--- src/rtl/rr_burst_scheduler_if.sv ---
// rtl/rr_burst_scheduler_if.sv - requester and beat handshake bundle for rr_burst_scheduler
interface rr_burst_scheduler_if #(
    parameter int N   = 4,
    parameter int LW  = 4,
    parameter int IDW = 2
);
    logic [N-1:0]    req_i;
    logic [N*LW-1:0] len_i;
    logic [N-1:0]    gnt_o;
    logic [IDW-1:0]  gnt_id_o;
    logic            beat_valid_o;
    logic            beat_ready_i;
    logic            last_o;
    logic            busy_o;

    // Scheduler side: takes requests and ready, drives grant and beat strobes
    modport master (
        input  req_i, len_i, beat_ready_i,
        output gnt_o, gnt_id_o, beat_valid_o, last_o, busy_o
    );

    // Environment side: requesters and the shared resource
    modport slave (
        output req_i, len_i, beat_ready_i,
        input  gnt_o, gnt_id_o, beat_valid_o, last_o, busy_o
    );
endinterface

--- src/rtl/rr_burst_scheduler.sv ---
// rtl/rr_burst_scheduler.sv - round-robin burst scheduler for one shared beat port
module rr_burst_scheduler #(
    parameter int N   = 4,
    parameter int LW  = 4,
    parameter int IDW = 2
) (
    input  logic               clk,
    input  logic               reset_n,
    rr_burst_scheduler_if.master bus
);
    typedef enum logic {IDLE, BUSY} state_t;

    state_t         state_q;
    logic [N-1:0]   gnt_q;
    logic [IDW-1:0] gnt_id_q;
    logic [LW-1:0]  cnt_q;
    logic [N-1:0]   mask_q;
    logic           beat_valid_q;
    logic           last_q;
    logic           busy_q;

    logic [N-1:0]   masked_req;
    logic [N-1:0]   pick_req;
    logic [IDW-1:0] win_id;
    logic [N-1:0]   win_oh;
    logic [N-1:0]   mask_d;
    logic [LW-1:0]  win_len;
    logic           any_req;

    // Winner selection: lowest index among masked requests, else among raw requests
    always_comb begin
        masked_req = bus.req_i & mask_q;
        pick_req   = (masked_req != '0) ? masked_req : bus.req_i;
        any_req    = (bus.req_i != '0);
        win_id     = '0;
        for (int i = N - 1; i >= 0; i--) begin
            if (pick_req[i]) begin
                win_id = IDW'(i);
            end
        end
        win_oh         = '0;
        win_oh[win_id] = 1'b1;
        // The winner and everything below it drop to lowest priority next time
        mask_d = '0;
        for (int i = 0; i < N; i++) begin
            mask_d[i] = (i > int'(win_id));
        end
        win_len = bus.len_i[int'(win_id)*LW +: LW];
    end

    // Burst FSM with registered grant, beat strobes and fairness mask
    always_ff @(posedge clk or negedge reset_n) begin
        if (!reset_n) begin
            state_q      <= IDLE;
            gnt_q        <= '0;
            gnt_id_q     <= '0;
            cnt_q        <= '0;
            mask_q       <= '1;
            beat_valid_q <= 1'b0;
            last_q       <= 1'b0;
            busy_q       <= 1'b0;
        end else begin
            case (state_q)
                IDLE: begin
                    if (any_req) begin
                        state_q      <= BUSY;
                        gnt_q        <= win_oh;
                        gnt_id_q     <= win_id;
                        cnt_q        <= win_len;
                        mask_q       <= mask_d;
                        beat_valid_q <= 1'b1;
                        busy_q       <= 1'b1;
                        last_q       <= (win_len == '0);
                    end
                end
                BUSY: begin
                    if (bus.beat_ready_i) begin
                        if (cnt_q != '0) begin
                            cnt_q  <= cnt_q - LW'(1);
                            last_q <= (cnt_q == LW'(1));
                        end else if (any_req) begin
                            // Back-to-back regrant on the final beat, no bubble
                            gnt_q    <= win_oh;
                            gnt_id_q <= win_id;
                            cnt_q    <= win_len;
                            mask_q   <= mask_d;
                            last_q   <= (win_len == '0);
                        end else begin
                            state_q      <= IDLE;
                            gnt_q        <= '0;
                            gnt_id_q     <= '0;
                            beat_valid_q <= 1'b0;
                            busy_q       <= 1'b0;
                            last_q       <= 1'b0;
                        end
                    end
                end
                default: state_q <= IDLE;
            endcase
        end
    end

    assign bus.gnt_o        = gnt_q;
    assign bus.gnt_id_o     = gnt_id_q;
    assign bus.beat_valid_o = beat_valid_q;
    assign bus.last_o       = last_q;
    assign bus.busy_o       = busy_q;
endmodule

--- src/flat_wrapper.sv ---
// flat-port wrapper written by rule: the top's interface ports become plain ports
module rr_burst_scheduler_flat 
#(
    parameter int N   = 4,
    parameter int LW  = 4,
    parameter int IDW = 2
)
  (clk, reset_n, bus_req_i, bus_len_i, bus_beat_ready_i, bus_gnt_o, bus_gnt_id_o, bus_beat_valid_o, bus_last_o, bus_busy_o);
  rr_burst_scheduler_if #(.N(N), .LW(LW), .IDW(IDW)) bus_i ();
  input  logic clk;
  input  logic reset_n;
  input wire logic [$bits(bus_i.req_i)-1:0] bus_req_i;
  input wire logic [$bits(bus_i.len_i)-1:0] bus_len_i;
  input wire logic [$bits(bus_i.beat_ready_i)-1:0] bus_beat_ready_i;
  output wire logic [$bits(bus_i.gnt_o)-1:0] bus_gnt_o;
  output wire logic [$bits(bus_i.gnt_id_o)-1:0] bus_gnt_id_o;
  output wire logic [$bits(bus_i.beat_valid_o)-1:0] bus_beat_valid_o;
  output wire logic [$bits(bus_i.last_o)-1:0] bus_last_o;
  output wire logic [$bits(bus_i.busy_o)-1:0] bus_busy_o;
  assign bus_i.req_i = bus_req_i;
  assign bus_i.len_i = bus_len_i;
  assign bus_i.beat_ready_i = bus_beat_ready_i;
  assign bus_gnt_o = bus_i.gnt_o;
  assign bus_gnt_id_o = bus_i.gnt_id_o;
  assign bus_beat_valid_o = bus_i.beat_valid_o;
  assign bus_last_o = bus_i.last_o;
  assign bus_busy_o = bus_i.busy_o;
  rr_burst_scheduler #(.N(N), .LW(LW), .IDW(IDW)) u_core (.clk(clk), .reset_n(reset_n), .bus(bus_i));
endmodule
--- config.mk ---
export PLATFORM = sky130hd
export DESIGN_NAME = rr_burst_scheduler_flat
export DESIGN_NICKNAME = d
export VERILOG_FILES = /design/src/rtl/rr_burst_scheduler_if.sv /design/src/rtl/rr_burst_scheduler.sv /design/src/flat_wrapper.sv
export SDC_FILE = /design/constraint.sdc
export NUM_CORES = 1
export LEC_CHECK = 0
export ABC_AREA = 1
export CAP_MARGIN = 40
export CORE_UTILIZATION = 40
export CTS_BUF_LIST = sky130_fd_sc_hd__clkbuf_4 sky130_fd_sc_hd__clkbuf_8
export CTS_CLUSTER_SIZE = 10
export DETAILED_ROUTE_END_ITERATION = 8
export GPL_TIMING_DRIVEN = 1
export PLACE_DENSITY_LB_ADDON = 0.25
export SETUP_SLACK_MARGIN = 0.3
export SLEW_MARGIN = 30
export SYNTH_ARGS = -nofsm -noshare
export SYNTH_HDL_FRONTEND = slang
export SYNTH_SLANG_ARGS = --single-unit
--- constraint.sdc ---
create_clock -name clk -period 2 [get_ports clk]
set_input_delay 0.4 -clock clk [delete_from_list [all_inputs] [get_ports clk]]
set_output_delay 0.4 -clock clk [all_outputs]
set_load 0.01 [all_outputs]
== Word level (Yosys, flattened, before mapping) ==
Index checks and enable logic that the tools add are counted.

* Eq/ne operators: 5
* Shift operators: 1
* Reduce and logical (&&, ||, !) cells: 9
* Bitwise operators: 2
* Add/sub/neg operators: 1
* Order comparisons: 5
* Muxes and demuxes: 39

{| class="wikitable"
|+ Operators with widths
! kind !! number
|-
| $mux W4 || 11
|-
| $pmux W4 S2 || 3
|-
| $mux W2 || 8
|-
| $shiftx A16 B5 Y4 || 1
|-
| $mux W1 || 12
|-
| $reduce_bool A4 Y1 || 3
|-
| $ne A2 B2 Y1 const B || 3
|-
| $pmux W1 S2 || 3
|-
| $and A4 B4 Y4 || 1
|-
| $eq A4 B1 Y1 const B || 1
|-
| $gt A2 B2 Y1 const A || 2
|-
| $logic_not A4 Y1 || 1
|-
| $pmux W2 S2 || 1
|-
| $reduce_and A2 Y1 || 2
|-
| $reduce_and A4 Y1 || 1
|-
| $sub A4 B1 Y4 const B || 1
|-
| $lt A2 B3 Y1 const B || 1
|-
| $reduce_and A3 Y1 || 1
|-
| $demux W1 S2 || 1
|-
| $ge A2 B1 Y1 const B || 1
|-
| $gt A1 B2 Y1 const A || 1
|-
| $ne A2 B1 Y1 const B || 1
|-
| $logic_and A1 B1 Y1 || 1
|-
| $not A1 Y1 || 1
|}

* Output and inout port bits: 9
* Word-level logic and storage cells: 69
* Register bits after elaboration: 17

== Depth between registers and ports, before layout ==
* Word-level depth: 15
* Gate-level depth with buffers: 17
* Mapped depth without buffers: 16

== Worst setup path before layout ==
No wires, ideal clock.

* Kind: register -> register
* From: reg u_core.mask_q[1]
* To: reg u_core.cnt_q[1]
* Path slack: 294 ps
* Stages on the path, launching flop included: 17
* Library setup time: 118 ps
* Arrival time: 1588 ps
* Path buffers: 1
* Clock period less this slack: 1706 ps
* Path through: dfstp_2 nand2_1 nand2_1 o21ai_0 nand2_1 nand2_2 nand2_4 nand2_2 buf_6 nand2_1 nand2_1 nand2_1 nand2_1 nand2_1 nand3_1 nand3_1 nand2_1

* Word-level cells in the longest chain between the ends: 12

{| class="wikitable"
|+ RTL lines
! what !! RTL line !! source
|-
| start: declaration || rr_burst_scheduler.sv:17 || <nowiki>logic [N-1:0] mask_q;</nowiki>
|-
| start signal: assignment || rr_burst_scheduler.sv:70 || <nowiki>mask_q <= mask_d;</nowiki>
|-
| start signal: assignment || rr_burst_scheduler.sv:86 || <nowiki>mask_q <= mask_d;</nowiki>
|-
| $and A4 B4 Y4 * || rr_burst_scheduler.sv:32 || <nowiki>masked_req = bus.req_i & mask_q;</nowiki>
|-
| $reduce_bool A4 Y1 || rr_burst_scheduler.sv:33 || <nowiki>pick_req = (masked_req != '0) ? masked_req : bus.req_i;</nowiki>
|-
| $mux W4 * || rr_burst_scheduler.sv:33 ||
|-
| $mux W2 (3 in series) || rr_burst_scheduler.sv:37 || <nowiki>if (pick_req[i]) begin</nowiki>
|-
| $mux W2 * || rr_burst_scheduler.sv:37 ||
|-
| $shiftx A16 B5 Y4 * || rr_burst_scheduler.sv:48 || <nowiki>win_len = bus.len_i[int'(win_id)*LW +: LW];</nowiki>
|-
| $mux W4 * || rr_burst_scheduler.sv:65, rr_burst_scheduler.sv:81 ||
|-
| $mux W4 || rr_burst_scheduler.sv:78 || <nowiki>if (cnt_q != '0) begin</nowiki>
|-
| $mux W4 || rr_burst_scheduler.sv:77 || <nowiki>if (bus.beat_ready_i) begin</nowiki>
|-
| $pmux W4 S2 * || rr_burst_scheduler.sv:63 || <nowiki>case (state_q)</nowiki>
|-
| end signal: assignment || rr_burst_scheduler.sv:69 || <nowiki>cnt_q <= win_len;</nowiki>
|-
| end signal: assignment || rr_burst_scheduler.sv:79 || <nowiki>cnt_q <= cnt_q - LW'(1);</nowiki>
|-
| end signal: assignment || rr_burst_scheduler.sv:85 || <nowiki>cnt_q <= win_len;</nowiki>
|-
| end: declaration || rr_burst_scheduler.sv:16 || <nowiki>logic [LW-1:0] cnt_q;</nowiki>
|}

Mark *: on every way between the ends. The rest lies on a longest branch, timed or not. The select of a mux whose other input is x is not followed.
A chain may end at the register's enable or synchronous reset.

== Final worst setup path ==
* From: reg u_core.mask_q[0]
* To: reg u_core.last_q, in the netlist u_core.bus.last_o

* Word-level cells in the longest chain between the ends: 13
* Elaborated cells between the ends (all ways): 14

{| class="wikitable"
|+ RTL lines
! what !! RTL line !! source
|-
| $and A4 B4 Y4 * || rr_burst_scheduler.sv:32 ||
|-
| $reduce_bool A4 Y1 || rr_burst_scheduler.sv:33 ||
|-
| $mux W4 * || rr_burst_scheduler.sv:33 ||
|-
| $mux W2 (3 in series) || rr_burst_scheduler.sv:37 ||
|-
| $mux W2 * || rr_burst_scheduler.sv:37 ||
|-
| $shiftx A16 B5 Y4 * || rr_burst_scheduler.sv:48 ||
|-
| $logic_not A4 Y1 * || rr_burst_scheduler.sv:73, rr_burst_scheduler.sv:87 ||
|-
| $mux W1 || rr_burst_scheduler.sv:81 || <nowiki>end else if (any_req) begin</nowiki>
|-
| $mux W1 || rr_burst_scheduler.sv:78 ||
|-
| $mux W1 || rr_burst_scheduler.sv:77 ||
|-
| $pmux W1 S2 * || rr_burst_scheduler.sv:63 ||
|-
| end signal: assignment || rr_burst_scheduler.sv:73 || <nowiki>last_q <= (win_len == '0);</nowiki>
|-
| end signal: assignment || rr_burst_scheduler.sv:80 || <nowiki>last_q <= (cnt_q == LW'(1));</nowiki>
|-
| end signal: assignment || rr_burst_scheduler.sv:87 || <nowiki>last_q <= (win_len == '0);</nowiki>
|-
| end: declaration || rr_burst_scheduler.sv:19 || <nowiki>logic last_q;</nowiki>
|}

Marks and branches as above.

==> flow_metrics.py <==
metrics = {
    "clocking": {
        "htreeDepth": 1,
        "cts.sinks": 17,
        "cts.clk_slew.worst_paths_ns": 0.11,
        "clock-root-buffer": "clkbuf_4",
        "numCtsBuffers": 3,
        "cts_hold_buf": 0,
        "cts_buffer_depth": 2,
        "worstSkewPairLatency_ns": 0.30,
        "cts_tree": "done",
    },
    "placed_design": {
        "hpwl_mm": 2.43,
        "gp_congestion": 0.919,
        "port_buffers": 31,
        "dp.cells": 245,
        "place_area_sq_um": 1620,
        "place_ws_ns": -0.268,
    },
    "finish": {
        "drive_gt1_share_pct": 32.5,
        "area_growth_pct": 60.3,
        "nNetsFinal": 254,
        "final_cell_mix": "46 x nand2_1, 27 x clkdlybuf4s50_1, 23 x nand3_1, 23 x buf_4",
        "design_area_sq_um": 1850,
        "layout_commonest_cell": "nand2_1",
        "antenna_cells": 0,
        "layout.cells.non_filler": 259,
        "fill_cells": 246,
    },
    "timing": {
        "fin_skew_ns": 0.00386,
        "worst_slack_ns": 0.147,
        "max_freq_mhz": 540,
        "tightest_slew_ns": 0.292,
        "fin_tns_setup_ns": 0,
        "finalHoldViolCount": 0,
        "final_max_slew_viol_count": 0,
        "period_share_pct": 92.7,
        "setup_viol": 0,
        "period_minus_slack_ns": 1.85,
        "finalHoldWorstSlack_ns": 0.399,
        "max-slew-margin-rel_pct": 80.4,
        "grt_setup_unrepaired": "yes",
    },
    "drt": {
        "wl_per_cell_um": 13.7,
        "route.detailed.drc": 0,
        "routed_via_density": 5.20,
        "drt_iter0_markers": 62,
        "dr_total_vias": 1346,
        "ant_nets": 0,
        "firstDrtPassIters": 4,
        "drt-total-wl_mm": 3.55,
    },
    "global_routing": {
        "overflow": 0,
        "grt_pass1_wl_mm": 5.87,
        "grt_pass1_vias": 1327,
        "antenna_found_initial": 0,
        "grt_max_degree": 18,
        "grt_usage_pct": 23.6,
    },
    "pwr": {
        "power_density_nw_per_um2": 1230,
        "p_leak_nw": 0.927,
        "ir_drop_mv": 0.848,
    },
    "logic_synthesis": {
        "syn-instance-count": 167,
        "synth-seq-cells": 17,
        "synth_seq_area_share_pct": 37.3,
        "yosysWarnings": 0,
        "synth_fp_nets": 192,
        "avgSynthCellArea_sq_um": 6.92,
        "syn-cell-area_sq_um": 1150,
        "ys_types": 27,
    },
    "die": {
        "ios": 32,
        "initial_core_util_pct": 42.2,
        "die_area_sq_um": 3110,
        "row_count": 19,
        "die_w_um": 55.7,
        "core_region_area_sq_um": 2730,
        "die_h_um": 55.7,
    },
    "worst_setup_path": {
        "required_ns": 2.25,
        "path_class": "register to register",
        "startpoint_type": "register",
        "worstPathMaxFanout": 5,
        "end_kind": "register",
        "arrival_ns": 2.10,
    },
    "run_status": {
        "outcome": "complete, no violations",
    },
    "flow_run": {
        "cap_violations": 0,
    },
    "hold_path": {
        "hold_class": "input port to async pin",
    },
}
==> where the power goes <==
group	internal (mW)	leakage, nW	total [mW]	switching [mW]
sequential	0.498	0.201	0.602	0.103
combinational	0.678	0.713	1.47	0.794
clock	0.0763	0.0139	0.202	0.126
total	1.25	0.927	2.28	1.02
==> repair_timing <==
| item | 4_1_cts | 5_1_grt |
|---|---|---|
| gates resized for setup | 19 | 22 |
| setup endpoints to repair | 14 | 16 |
| setup buffers | 5 | 3 |
| cloned | 2 | 0 |
| pin swaps | 23 | 18 |
==> through the flow <==
step | power (mW) | utilization (%)
after floorplan | 1.32 | -
after global placement | 1.72 | 59.4
after detailed placement | 1.75 | 59.4
after CTS | 2.10 | 64.3
after global routing | 2.45 | 67.7
final | 2.28 | 67.7
==> cell families (layout without fill, tap and decap cells) <==
family / count (synthesis) / in the layout / synth area share [%]
buffers and inverters: 24 / 83 / 8.78
flip-flops: 17 / 17 / 37.3
adder cells (fa/ha/maj): 2 / 2 / 2.17
AND/OR/NAND/NOR: 106 / 108 / 41.7
AO/OA/AOI/OAI: 18 / 18 / 10.1
==> cell type report <==
type / count / area, sq um / share of cell area (%)
multi-input combinational: 128 / 756 / 40.8
timing repair buffer: 57 / 512 / 27.6
sequential: 17 / 430 / 23.2
inverter: 22 / 85.1 / 4.59
tap: 31 / 38.8 / 2.09
clock buffer: 3 / 22.5 / 1.22
clock inverter: 1 / 7.51 / 0.405
==> worst max-delay path: stages (launching register included) <==
cell and delay (ns):
dfstp_2 0.58, nand2_2 0.07, nand2_2 0.09, nor2_4 0.06
o21ai_4 0.21, buf_6 0.17, nand2_8 0.07, nand2_2 0.07
nand2_1 0.05, nand2_1 0.05, nand2_1 0.06, nor2_1 0.11
nand2_1 0.07, a21oi_2 0.13
==> synth_stat cells (all sizes together) <==
| cell | number | area [sq um] |
|---|---|---|
| a31o | 1 | 8.76 |
| a21oi | 5 | 28.8 |
| o21ai | 10 | 65.1 |
| ha | 2 | 25.0 |
| inv | 22 | 82.6 |
| o31ai | 1 | 7.51 |
| nor3 | 1 | 5.00 |
| dfrtp | 13 | 325 |
| nand4 | 1 | 6.26 |
| buf | 2 | 18.8 |
| nand3 | 26 | 135 |
| nand2 | 64 | 255 |
| a31oi | 1 | 6.26 |
| nor2 | 10 | 45.0 |
| nand3b | 3 | 22.5 |
| dfstp | 4 | 105 |
| nor4 | 1 | 12.5 |
==> state kept, by name, summed over array words and instances (netlist names) <==
register	flops
u_core.bus.beat_valid_o	1
u_core.state_q	1
u_core.bus.gnt_o	4
u_core.bus.gnt_id_o	2
u_core.bus.last_o	1
u_core.cnt_q	4
u_core.mask_q	4
==> metal layers <==
layer  track usage (%)  part of all wire (%)  routed length, um  vias up
met5                 0                     0                  0        -
met3              5.12                   6.7                236       13
met2              38.2                    47               1680       57
li1                  -                     -                  -      666
met1              30.8                    43               1530      610
met4              9.29                   2.8                100        0
==> final timing paths <==
kind,startpoint,endpoint,slack (ns),cells past startpoint
setup / recovery,u_core.mask_q[0],u_core.bus.last_o,0.15,13
min in group clk,u_core.mask_q[2],u_core.mask_q[2],0.49,2
setup reg to reg,u_core.mask_q[0],u_core.bus.last_o,0.15,13
hold reg to reg,u_core.mask_q[2],u_core.mask_q[2],0.49,2
hold / removal,reset_n,u_core.cnt_q[3],0.40,2
max in group asynchronous,reset_n,u_core.mask_q[3],1.34,2
Note: power is estimated with default switching activity, not from simulation.
